--- src/rtl/cpu_mem_arbiter_pkg.sv ---
// Shared types and constants for the two-master CPU memory arbiter.
package cpu_mem_arbiter_pkg;

    typedef enum logic [1:0] {
        ST_IDLE  = 2'd0,
        ST_ISSUE = 2'd1,
        ST_RESP  = 2'd2
    } state_t;

    localparam logic [31:0] ERR_RDATA_DEFAULT = 32'hDEAD_BEEF;

    localparam logic MST_CPU = 1'b0;
    localparam logic MST_AUX = 1'b1;

endpackage

--- src/rtl/cpu_mem_arbiter_rr.sv ---
// Two-way round-robin pick: a lone requester wins, on contention the master
// that was not granted last time wins.
module rr_arbiter2
    import cpu_mem_arbiter_pkg::*;
(
    input  logic [1:0] valid,
    input  logic       last_grant,
    output logic       grant,
    output logic       grant_valid
);

    always_comb begin
        grant_valid = |valid;
        grant       = MST_CPU;
        if (valid == 2'b11) begin
            grant = ~last_grant;
        end else if (valid[1]) begin
            grant = MST_AUX;
        end
    end

endmodule

--- src/rtl/cpu_mem_arbiter.sv ---
// Shares the single-port CPU memory between the core (master 0) and an
// auxiliary master, with a locked round-robin grant and a per-access timeout.
module cpu_mem_arbiter
    import cpu_mem_arbiter_pkg::*;
#(
    parameter int unsigned TIMEOUT_CYCLES = 16,
    parameter logic [31:0] ERR_RDATA      = ERR_RDATA_DEFAULT
)
(
    input  logic        clk,
    input  logic        rst,
    input  logic        m0_valid,
    input  logic [31:0] m0_addr,
    input  logic [31:0] m0_wdata,
    input  logic [3:0]  m0_wstrb,
    output logic        m0_ready,
    output logic [31:0] m0_rdata,
    input  logic        m1_valid,
    input  logic [31:0] m1_addr,
    input  logic [31:0] m1_wdata,
    input  logic [3:0]  m1_wstrb,
    output logic        m1_ready,
    output logic [31:0] m1_rdata,
    output logic        s_valid,
    output logic [31:0] s_addr,
    output logic [31:0] s_wdata,
    output logic [3:0]  s_wstrb,
    input  logic        s_ready,
    input  logic [31:0] s_rdata,
    output logic        err_pulse,
    output logic        err_master
);

    localparam logic [7:0] TO_LAST = 8'(TIMEOUT_CYCLES - 1);

    state_t     state;
    logic [7:0] cnt;
    logic       last_grant;
    logic       grant_r;
    logic       grant;
    logic       grant_valid;

    rr_arbiter2 u_arb (
        .valid       ({m1_valid, m0_valid}),
        .last_grant  (last_grant),
        .grant       (grant),
        .grant_valid (grant_valid)
    );

    always_ff @(posedge clk) begin
        if (rst) begin
            state      <= ST_IDLE;
            cnt        <= '0;
            last_grant <= MST_AUX;
            grant_r    <= MST_CPU;
            s_valid    <= 1'b0;
            s_addr     <= '0;
            s_wdata    <= '0;
            s_wstrb    <= '0;
            m0_ready   <= 1'b0;
            m1_ready   <= 1'b0;
            m0_rdata   <= '0;
            m1_rdata   <= '0;
            err_pulse  <= 1'b0;
            err_master <= 1'b0;
        end else begin
            m0_ready  <= 1'b0;
            m1_ready  <= 1'b0;
            err_pulse <= 1'b0;
            case (state)
                ST_IDLE: begin
                    if (grant_valid) begin
                        grant_r    <= grant;
                        last_grant <= grant;
                        s_addr     <= (grant == MST_AUX) ? m1_addr  : m0_addr;
                        s_wdata    <= (grant == MST_AUX) ? m1_wdata : m0_wdata;
                        s_wstrb    <= (grant == MST_AUX) ? m1_wstrb : m0_wstrb;
                        s_valid    <= 1'b1;
                        cnt        <= '0;
                        state      <= ST_ISSUE;
                    end
                end
                ST_ISSUE: begin
                    // An ack in the timeout cycle wins over the abort.
                    if (s_ready) begin
                        s_valid <= 1'b0;
                        if (s_wstrb == 4'd0) begin
                            if (grant_r == MST_AUX) m1_rdata <= s_rdata;
                            else                    m0_rdata <= s_rdata;
                        end
                        m0_ready <= (grant_r == MST_CPU);
                        m1_ready <= (grant_r == MST_AUX);
                        state    <= ST_RESP;
                    end else if (cnt == TO_LAST) begin
                        s_valid    <= 1'b0;
                        if (grant_r == MST_AUX) m1_rdata <= ERR_RDATA;
                        else                    m0_rdata <= ERR_RDATA;
                        err_pulse  <= 1'b1;
                        err_master <= grant_r;
                        m0_ready   <= (grant_r == MST_CPU);
                        m1_ready   <= (grant_r == MST_AUX);
                        state      <= ST_RESP;
                    end else begin
                        cnt <= cnt + 8'd1;
                    end
                end
                ST_RESP: begin
                    state <= ST_IDLE;
                end
                default: begin
                    state <= ST_IDLE;
                end
            endcase
        end
    end

endmodule
--- config.mk ---
export PLATFORM = sky130hd
export DESIGN_NAME = cpu_mem_arbiter
export DESIGN_NICKNAME = d
export VERILOG_FILES = /design/src/rtl/cpu_mem_arbiter_pkg.sv /design/src/rtl/cpu_mem_arbiter_rr.sv /design/src/rtl/cpu_mem_arbiter.sv
export SDC_FILE = /design/constraint.sdc
export NUM_CORES = 1
export LEC_CHECK = 0
export CAP_MARGIN = 20
export CELL_PAD_IN_SITES_DETAIL_PLACEMENT = 1
export CELL_PAD_IN_SITES_GLOBAL_PLACEMENT = 1
export CORE_MARGIN = 2
export CORE_UTILIZATION = 26
export DETAILED_ROUTE_END_ITERATION = 8
export GPL_ROUTABILITY_DRIVEN = 0
export PLACE_DENSITY = 0.8
export SKIP_LAST_GASP = 1
export SYNTH_ARGS = -nofsm -noshare
export SYNTH_HDL_FRONTEND = slang
export SYNTH_SLANG_ARGS = --single-unit
--- constraint.sdc ---
create_clock -name clk -period 1.6 [get_ports clk]
set_input_delay 0.16 -clock clk [delete_from_list [all_inputs] [get_ports clk]]
set_output_delay 0.16 -clock clk [all_outputs]
set_load 0.005 [all_outputs]
Yosys cells after proc, flatten, opt, wreduce, memory -nomap -nowiden
Cells that the tools add are included.

operators by class
  $add $sub $neg = 1
  equality and inequality tests = 8
  muxes and demuxes = 32
  bitwise gates (word level) = 4
  reduce and logical (&&, ||, !) cells = 14

operator list
  operator                                             number
  two-way mux 32 bit                                   12
  two-way mux 8 bit                                    3
  case mux 8 bit (2 select lines)                      1
  AND reduction 4 bit                                  3
  two-way mux 1 bit                                    10
  adder 8 x 1 -> 8 bit, second input constant          1
  equality test 8 x 4 -> 1 bit, second input constant  1
  two-way mux 2 bit                                    3
  != test 2 bit, second input constant                 3
  AND reduction 3 bit                                  2
  logical NOT 4 bit                                    1
  two-way mux 4 bit                                    1
  inverter 1 bit                                       4
  case mux 2 bit (2 select lines)                      1
  AND reduction 2 bit                                  2
  nonzero test 2 bit                                   2
  OR reduction 2 bit                                   2
  != test 3 bit, second input constant                 1
  OR reduction 3 bit                                   1
  equality test 2 x 1 -> 1 bit, second input constant  1
  equality test 2 bit, second input constant           1
  logical NOT 2 bit                                    1
  != test 2 x 1 -> 1 bit, second input constant        1
  case mux 1 bit (2 select lines)                      1

word-level totals
  flip-flop bits (word level) = 149
  bits of input ports = 173
  output and inout port bits = 137
  word-level logic and storage cells = 73

Longest topological paths before layout
  depth after elaboration = 4
  mapped depth = 6
  mapped depth without buffers = 5

Modules after synthesis
Synthesis repeated with hierarchy kept, for this count alone.

unflattened totals
  cell total of the unflattened synthesis = 591
  area total of the unflattened synthesis = 6107.1 µm²

modules (own cells, without submodules)
  module           instances  cells each  area each (µm²)  seq. area each (µm²)
  cpu_mem_arbiter  1          589         6093.3           2982.9
  rr_arbiter2      1          2           13.8             0.0

Worst setup path before layout
OpenSTA, ideal clock, no wires.

  path type = flip-flop to flip-flop
  start = reg s_wstrb[3]
  end = reg m1_rdata[28]
  library setup time = 126 ps
  arrival time = 1612 ps
  data required time = 1474 ps
  setup slack = -138 ps
  stages on the path, launching flop included = 6
  path buffers = 1
  period minus slack after synthesis = 1738 ps
  cell sequence = dfxtp_1 -> or4_2 -> nor2_1 -> o211ai_2 -> buf_6 -> mux2i_1

between the ends
  cells in the longest elaborated chain, start to end = 3

RTL lines
  element                           line                   RTL
  start: declaration                cpu_mem_arbiter.sv:27  output logic [3:0] s_wstrb,
  start signal: assignment          cpu_mem_arbiter.sv:77  s_wstrb <= (grant == MST_AUX) ? m1_wstrb : m0_wstrb;
  logical NOT 4 bit                 cpu_mem_arbiter.sv:87  if (s_wstrb == 4'd0) begin
  != test 2 x 1 -> 1 bit (no line)  n/a
  AND reduction 4 bit (no line)     n/a
  end signal: assignment            cpu_mem_arbiter.sv:88  if (grant_r == MST_AUX) m1_rdata <= s_rdata;
  end: declaration                  cpu_mem_arbiter.sv:23  output logic [31:0] m1_rdata,

Every way passes these cells.
A chain may end at the register's enable or synchronous reset.

Final worst setup path
  start = reg cnt[7]
  end = reg m0_rdata[8]

between the ends
  cells in the longest elaborated chain, start to end = 3

RTL lines
  element                        line                    RTL
  start: declaration             cpu_mem_arbiter.sv:37   logic [7:0] cnt;
  start signal: assignment       cpu_mem_arbiter.sv:104  cnt <= cnt + 8'd1;
  equality test 8 x 4 -> 1 bit   cpu_mem_arbiter.sv:94   end else if (cnt == TO_LAST) begin
  nonzero test 2 bit (no line)   n/a
  AND reduction 4 bit (no line)  n/a
  end signal: assignment         cpu_mem_arbiter.sv:89   else m0_rdata <= s_rdata;
  end: declaration               cpu_mem_arbiter.sv:17   output logic [31:0] m0_rdata,

Every way passes these cells.

==> reports/metrics.csv <==
metric,value,unit
status,finished with violations,
violations,setup timing,
path_cells,or4_4 -> nor3_4 -> o21ai_4 -> buf_12 -> mux2i_1,
fin_tns_setup,-6.31,ns
leakagePower,4.44,nW
layout.nets,1154,
grt_pass1_wl,35.4,mm
hold_ws,0.0714,ns
crit_slowest_cell,or4_4,
post-route-period-util,1.08,
vias,6067,
cts_sinks,149,
ctsHtreeMaxLevel,4,
io_pins,310,
clock_skew,0.0123,ns
cts_tree,yes,
die_y,159,microns
cp-end-kind,flop,
remaining_drc_errors,0,
slew_violations,0,
netlist_instances,642,
area_delta_synth_final,72.2,%
vias_per_cell,4.62,
post-place-ws,-0.225,ns
avgSynthCellArea,9.70,sq um
power.total,10.2,mW
max_clock_freq,0.578,GHz
route.detailed.wl_per_inst,17.5,microns
die-area,25200,sq um
grt_antenna_before_repair,1,
cp_slowest_stage_delay,0.55,ns
cts_hold_buf,0,
syn_nets,816,
track_usage,0.178,
dpl.hpwl,17.7,mm
max_cap_violations,0,
yosysSeqAreaShare,0.479,
die_w,159,microns
start_kind,flop,
clkSlewWorstSetupHoldPaths,0.07,ns
critical_path_buf_inv_count,1,
crit_family,simple AND/OR/NAND/NOR gates,
cts-buffers-inserted,17,
grt-ovfl-total,0,
synth.distinct_cells,45,
clockRootBuffer,clkbuf_16,
relSlewSlack,0.588,
rsz0062_at_grt,yes,
clock_path_buffers,2,
ys_ff_latch,149,
holdCritPathClass,in2reg,
critPathKind,reg2reg,
drive_gt1_frac,0.116,
post-route-min-period,1.73,ns
start_util,0.265,
coreArea,23500,sq um
irDropWorstVdd,0.000493,V
hold_viol_final,0,
synth_flop_cell,dfxtp_1,
finalWirelength,23.0,mm
drt_first_pass_iters,6,
grt_max_degree,56,
setup_violations,70,
fillers,2625,
numPortBuffers,309,
synth_edf_count,0,
worst_pin_slew,0.618,ns
cellPowerDensity,950,nW/um^2
grt_pass1_vias,6356,
diodes,0,
cp.required,1.92,ns
setup_ws,-0.132,ns
async_flop_share,0,
worstSkewPairLatency,0.41,ns
ant_nets,0,
cp.arrival,2.06,ns
ys_warn_count,0,
drtIter0Drc,215,
row_count,56,
synth.cell_area,6230,sq um
worstPathMaxFanout,18,
final timing paths:
| path | start | to | slack [ns] | depth (start not counted) |
|---|---|---|---|---|
| max | cnt[7]$_SDFFE_PP0P_ | m0_rdata[8]$_SDFFE_PP0P_ | -0.13 | 5 |
| min | rst | s_addr[29]$_SDFFE_PP0P_ | 0.07 | 2 |
| max reg2reg | cnt[7]$_SDFFE_PP0P_ | m0_rdata[8]$_SDFFE_PP0P_ | -0.13 | 5 |
| min reg2reg | m0_rdata[3]$_SDFFE_PP0P_ | m0_rdata[3]$_SDFFE_PP0P_ | 0.46 | 2 |
worst reg2reg max path: stages, from the launching register on:
cell     delay [ns]
dfxtp_2        0.32
or4_4          0.55
nor3_4         0.28
o21ai_4        0.12
buf_12         0.19
mux2i_1        0.20
metrics by stage:
stage,cells,area (sq um),util
CTS,1309,10700,0.454
global placement,1274,10000,0.427
detailed placement,1274,10000,0.427
global route,1312,10700,0.457
finish,1312,10700,0.457
floorplan,642,6270,-
cell usage in the layout, fill, tap and decap left out, drive strengths merged:
cell type and n:
ha 1, clkbuf 19, nor3 5, nor4 2
clkinvlp 2, and2b 1, or2 1, o21ai 32
and2 1, o211ai 2, bufinv 1, o31ai 1
nand3 12, nor3b 2, buf 62, a211oi 68
nand4 4, a21boi 1, mux2i 133, dlygate4sd2 3
nand2b 2, clkinv 5, o211a 1, or3b 1
a41oi 1, a22oi 1, clkdlybuf4s50 304, nand2 68
a31oi 1, dlymetal6s2s 1, o21a 1, and3 4
a21oi 7, nor2 77, or3 1, inv 10
dfxtp 149, o311ai 2, or4 4
flip-flops by register name (all words and copies together) (netlist names):
name,count
m1_rdata,32
last_grant,1
s_addr,32
cnt,8
state,2
s_wdata,32
s_valid,1
s_wstrb,4
grant_r,1
err_master,1
err_pulse,1
m0_rdata,32
m0_ready,1
m1_ready,1
cells by family after synthesis:
group                    count (synthesis)  share of synthesized area
buffers and inverters                   56                     0.0474
AO/OA/AOI/OAI                          118                      0.129
multiplexers                           133                      0.214
AND/OR/NAND/NOR                        185                      0.129
flip-flops                             149                      0.479
adder cells (fa/ha/maj)                  1                    0.00201
synthesized netlist by cell type (2+ instances only):
cell / number / area, sq um
a211oi_1: 68 / 510
a21oi_1: 7 / 35.0
and3_1: 3 / 18.8
buf_1: 2 / 7.51
buf_2: 11 / 55.1
buf_6: 3 / 33.8
clkbuf_1: 27 / 101
dfxtp_1: 149 / 2980
dlygate4sd1_1: 7 / 61.3
inv_1: 4 / 15.0
mux2i_1: 133 / 1330
nand2_1: 68 / 255
nand2b_1: 2 / 12.5
nand3_1: 12 / 60.1
nand4_1: 4 / 25.0
nor2_1: 77 / 289
nor3_1: 4 / 20.0
nor3b_1: 2 / 15.0
nor4_1: 2 / 12.5
o21ai_0: 29 / 145
o21ai_2: 2 / 17.5
o311ai_0: 2 / 17.5
or4_1: 2 / 15.0
power by group:
group | switching (mW) | internal (mW)
Sequential | 0.136 | 3.96
Clock | 1.75 | 2.23
Combinational | 0.880 | 1.23
per-layer routing:
layer  GRT usage  share of wire  vias up
li1            -              -     2967
met1       0.212           0.43     2847
met2       0.319           0.50      235
met3      0.0455          0.059       16
met4      0.0405         0.0088        2
met5           0        0.00052        -
cell type report:
class                      instances  area, sq um  share of cell area
timing repair buffer             371         3710               0.346
multi-input combinational        437         3040               0.283
sequential                       149         2980               0.278
clock buffer                      18          439              0.0409
tap                              319          399              0.0372
clock inverter                    14          140              0.0131
inverter                           4         15.0             0.00140
timing repair:
item / 4_1_cts / 5_1_grt
cloned: 0 / 1
resized for setup: 12 / 8
setup buffers: 3 / 2
endpoints found under the setup margin: 69 / 80
pin swaps: 4 / 2
Note: power is estimated with default switching activity, not from simulation.
